**config.mk**
```make
export PLATFORM = sky130hd
export DESIGN_NAME = matrix_keypad
export DESIGN_NICKNAME = d
export VERILOG_FILES = /design/src/rtl/matrix_keypad.sv
export SDC_FILE = /design/constraint.sdc
export NUM_CORES = 1
export LEC_CHECK = 0
export CAP_MARGIN = 15
export CORE_UTILIZATION = 52
export DETAILED_ROUTE_END_ITERATION = 8
export PLACE_DENSITY = 0.76
export SYNTH_ARGS = -nofsm -noshare
export SYNTH_HDL_FRONTEND = slang
export SYNTH_SLANG_ARGS = --single-unit
```
**constraint.sdc**
```tcl
create_clock -name clk -period 2 [get_ports clk]
set_input_delay 0.3 -clock clk [delete_from_list [all_inputs] [get_ports clk]]
set_output_delay 0.3 -clock clk [all_outputs]
set_load 0.05 [all_outputs]
```
**src/rtl/matrix_keypad.sv**
```systemverilog
// 4x4 active-low matrix keypad scanner: rotates a one-cold column drive,
// synchronizes the rows, debounces press and release, and reports a latched key code.
module matrix_keypad #(
  parameter int SCAN_DIV = 1,
  parameter int DEBOUNCE = 3
) (
  input  logic       clk,
  input  logic       reset,
  input  logic [3:0] row,
  output logic [3:0] col,
  output logic [4:0] key,
  output logic       keypress
);

  localparam int CW = (DEBOUNCE > 1) ? $clog2(DEBOUNCE + 1) : 1;
  localparam int DW = (SCAN_DIV > 1) ? $clog2(SCAN_DIV) : 1;
  localparam logic [4:0] NO_KEY = 5'b10000;

  typedef enum logic [1:0] {
    ST_SCAN     = 2'd0,
    ST_DEBOUNCE = 2'd1,
    ST_PRESSED  = 2'd2,
    ST_RELEASE  = 2'd3
  } state_t;

  state_t         state, state_nx;
  logic [3:0]     sync_p0, rs;
  logic [3:0]     cap, cap_nx;
  logic [1:0]     cidx, cidx_nx;
  logic [CW-1:0]  cnt, cnt_nx;
  logic [DW-1:0]  div, div_nx;
  logic [3:0]     col_nx;
  logic [4:0]     key_nx;
  logic           keypress_nx;
  logic           idle, match, cnt_done, div_done;

  // Lowest-numbered low row wins when several rows are pulled low together.
  function automatic logic [4:0] key_code(input logic [3:0] pat, input logic [1:0] c);
    logic [1:0] r;
    r = 2'd0;
    for (int i = 3; i >= 0; i--) begin
      if (!pat[i]) r = 2'(i);
    end
    return {1'b0, r, c};
  endfunction

  function automatic logic [3:0] col_drive(input logic [1:0] c);
    return ~(4'b0001 << c);
  endfunction

  assign idle     = (rs == 4'hF);
  assign match    = (rs == cap);
  assign cnt_done = (cnt == CW'(DEBOUNCE - 1));
  assign div_done = (div == DW'(SCAN_DIV - 1));

  // State and datapath registers; sync_p0 -> rs is the row synchronizer
  always_ff @(posedge clk or negedge reset) begin
    if (!reset) begin
      sync_p0  <= 4'hF;
      rs       <= 4'hF;
      state    <= ST_SCAN;
      cap      <= 4'hF;
      cidx     <= 2'd0;
      cnt      <= '0;
      div      <= '0;
      col      <= 4'b1110;
      key      <= NO_KEY;
      keypress <= 1'b0;
    end else begin
      sync_p0  <= row;
      rs       <= sync_p0;
      state    <= state_nx;
      cap      <= cap_nx;
      cidx     <= cidx_nx;
      cnt      <= cnt_nx;
      div      <= div_nx;
      col      <= col_nx;
      key      <= key_nx;
      keypress <= keypress_nx;
    end
  end

  always_comb begin
    state_nx = state;
    case (state)
      ST_SCAN:     if (!idle) state_nx = ST_DEBOUNCE;
      ST_DEBOUNCE: begin
        if (!match)        state_nx = ST_SCAN;
        else if (cnt_done) state_nx = ST_PRESSED;
      end
      ST_PRESSED:  if (idle) state_nx = ST_RELEASE;
      ST_RELEASE: begin
        if (!idle)         state_nx = ST_PRESSED;
        else if (cnt_done) state_nx = ST_SCAN;
      end
      default:     state_nx = ST_SCAN;
    endcase
  end

  // Column only advances while scanning or when leaving a capture; it is frozen otherwise.
  always_comb begin
    cap_nx      = cap;
    cidx_nx     = cidx;
    cnt_nx      = cnt;
    div_nx      = div;
    key_nx      = key;
    keypress_nx = keypress;
    case (state)
      ST_SCAN: begin
        if (!idle) begin
          cap_nx = rs;
          cnt_nx = '0;
          div_nx = '0;
        end else if (div_done) begin
          div_nx  = '0;
          cidx_nx = cidx + 2'd1;
        end else begin
          div_nx = div + 1'b1;
        end
      end
      ST_DEBOUNCE: begin
        if (!match) begin
          cnt_nx  = '0;
          div_nx  = '0;
          cidx_nx = cidx + 2'd1;
        end else if (cnt_done) begin
          cnt_nx      = '0;
          key_nx      = key_code(cap, cidx);
          keypress_nx = 1'b1;
        end else begin
          cnt_nx = cnt + 1'b1;
        end
      end
      ST_PRESSED: begin
        if (idle) cnt_nx = '0;
      end
      ST_RELEASE: begin
        if (!idle) begin
          cnt_nx = '0;
        end else if (cnt_done) begin
          cnt_nx      = '0;
          div_nx      = '0;
          cidx_nx     = cidx + 2'd1;
          key_nx      = NO_KEY;
          keypress_nx = 1'b0;
        end else begin
          cnt_nx = cnt + 1'b1;
        end
      end
      default: ;
    endcase
    col_nx = col_drive(cidx_nx);
  end

endmodule

```
==> impl_metrics.json <==
{
  "routed_wl_um": 1960,
  "synth_cell_types": 36,
  "die_w_um": 49.8,
  "drive_above_1_share": 0.252,
  "endpoint_kind": "output pin",
  "gr-total-overflow": 0,
  "placed_cell_area_um2": 1350,
  "fin_setup_tns_ns": 0,
  "clock.fmax_ghz": 0.511,
  "cpPeakStageDelay_ns": 0.79,
  "relSlewSlack": 0.657,
  "worstSkewPairLatency_ns": 0.32,
  "dr.pass1.iters": 4,
  "die_area_um2": 2480,
  "fin_util": 0.686,
  "coreArea_um2": 2060,
  "grt_max_degree": 29,
  "wl_per_cell_um": 14.2,
  "total_leakage_power_nw": 0.601,
  "drc": 0,
  "cts_tree": "done",
  "cp.arrival_ns": 1.66,
  "total_power_mw": 1.89,
  "finalSetupViolations": 0,
  "critPathLaunchType": "flip-flop",
  "ctsLongestPathBuffers": 2,
  "ctsHtreeMaxLevel": 1,
  "required_ns": 1.70,
  "finalClockSkew_ns": 0.00180,
  "yosysWarnings": 0,
  "path_delay_family": "buffers and inverters",
  "path_buf_inv": 1,
  "cts_root_buffer": "clkbuf_4",
  "grt_usage": 0.185,
  "place_ws_ns": 0.122,
  "grt_pass1_vias": 796,
  "port_buffers": 15,
  "synthFlopType": "dfstp_2",
  "final_cell_mix": "dfstp_2 (16), clkdlybuf4s50_1 (13), dfrtp_1 (12)",
  "p_per_area_nw_per_um2": 1340,
  "vias_per_cell": 5.71,
  "crit_slowest_cell": "clkdlybuf4s50_1",
  "cp_max_fo": 1,
  "syn-num-nets": 100,
  "ir_drop_v": 0.000867,
  "critPathKind": "flip-flop to output pin",
  "gp_congestion": 0.820,
  "stdcell_area_um2": 1410,
  "die_h_um": 49.8,
  "rows": 16,
  "synth_area_um2": 1190,
  "drtIter0Drc": 14,
  "synthArstFlopShare": 1.00,
  "nets": 118,
  "diodes": 0,
  "area_delta_synth_final_pct": 19.1,
  "avgSynthCellArea_um2": 12.6,
  "period_needed_ns": 1.96,
  "clock-sinks": 28,
  "hold_buffers": 0,
  "cp_cell_sequence": "clkdlybuf4s50_1",
  "hold_viol_final": 0,
  "worstMarginPinSlew_ns": 0.513,
  "grt_setup_unrepaired": "no",
  "stdcell_count": 138,
  "cts.clk_slew.worst_paths_ns": 0.14,
  "drv_cap": 0,
  "vias": 788,
  "detail-route-antenna-nets": 0,
  "placedCellCount": 133,
  "setup_ws_ns": 0.0415,
  "synth_cells": 94,
  "whs_ns": 0.325,
  "status": "completed",
  "ios": 16,
  "antenna_found_initial": 0,
  "hold_class": "input pin to async pin",
  "cts_made_buffers": 3,
  "dp_hpwl_um": 1390,
  "grt_pass1_wl_um": 3450,
  "initial_core_util": 0.576,
  "synth_seq_cells": 28,
  "fin_crit_sh": 0.979,
  "final_common_cell": "dfstp_2",
  "ys_seq_area_frac": 0.607,
  "synth-edff-count": 0,
  "final_max_slew_viol_count": 0
}
power by group:
part / internal (mW) / switching [mW] / total, mW
Sequential: 0.741 / 0.123 / 0.864
Clock: 0.203 / 0.157 / 0.359
Combinational: 0.295 / 0.374 / 0.669
Total: 1.24 / 0.654 / 1.89
synthesized netlist by cell type (all sizes together) (3+ instances only):
cell	n	area (um^2)
dfstp	16	420
dfrtp	12	300
nand2b	7	43.8
nand2	5	18.8
xor2	5	43.8
o21ai	4	20.0
o22a	4	36.3
a21oi	3	15.0
a22o	3	26.3
buf	3	26.3
inv	3	11.3
nor2	3	11.3
or2	3	18.8
area by class of cell:
| type | count | area [um^2] |
|---|---|---|
| repair buffers | 17 | 170 |
| clock inverters | 1 | 30.0 |
| fillers | 158 | 648 |
| well taps | 27 | 33.8 |
| clock buffers | 3 | 22.5 |
| multi-input cells | 59 | 425 |
| flip-flops and latches | 28 | 721 |
| inverters | 3 | 11.3 |
flip-flops by register name (all words and copies together) (netlist names):
register and flops:
cnt 2, state 2, rs 4, cidx 2, keypress 1, key 5, cap 4, sync_p0 4
col 4
cell families after synthesis:
logic type,count (synthesis),synth area share
DFF,28,0.607
AOI/OAI and AO/OA,25,0.164
muxes,3,0.0274
and+or+nand+nor,26,0.130
buffers and inverters,7,0.0348
xor gates and xnor gates,5,0.0369
final timing paths:
path                                 startpoint                    to  slack, ns  cells after the start
min                                       reset    key[3]$_DFFE_PN0P_       0.33                      2
max                            col[1]$_DFF_PN1_                col[1]       0.04                      1
max in group asynchronous                 reset    cap[3]$_DFFE_PN1P_       1.38                      2
max reg2reg                  cap[2]$_DFFE_PN1P_    key[0]$_DFFE_PN0P_       0.11                      6
min reg2reg                sync_p0[0]$_DFF_PN1_       rs[0]$_DFF_PN1_       0.37                      0
min in group clk                         row[2]  sync_p0[2]$_DFF_PN1_       0.36                      1
timing repair:
action / CTS / global route
setup buffers: 0 / 1
resized for setup: 0 / 2
endpoints found under the setup margin: 0 / 6
per-layer routing:
| layer | share of wire | wire [um] | global-route usage |
|---|---|---|---|
| met3 | 0.054 | 105 | 0.0432 |
| met4 | 0.021 | 42 | 0.0619 |
| met5 | 0 | 0 | 0 |
| met2 | 0.49 | 964 | 0.313 |
| met1 | 0.43 | 844 | 0.232 |
Power figures use the tool's default switching activity.
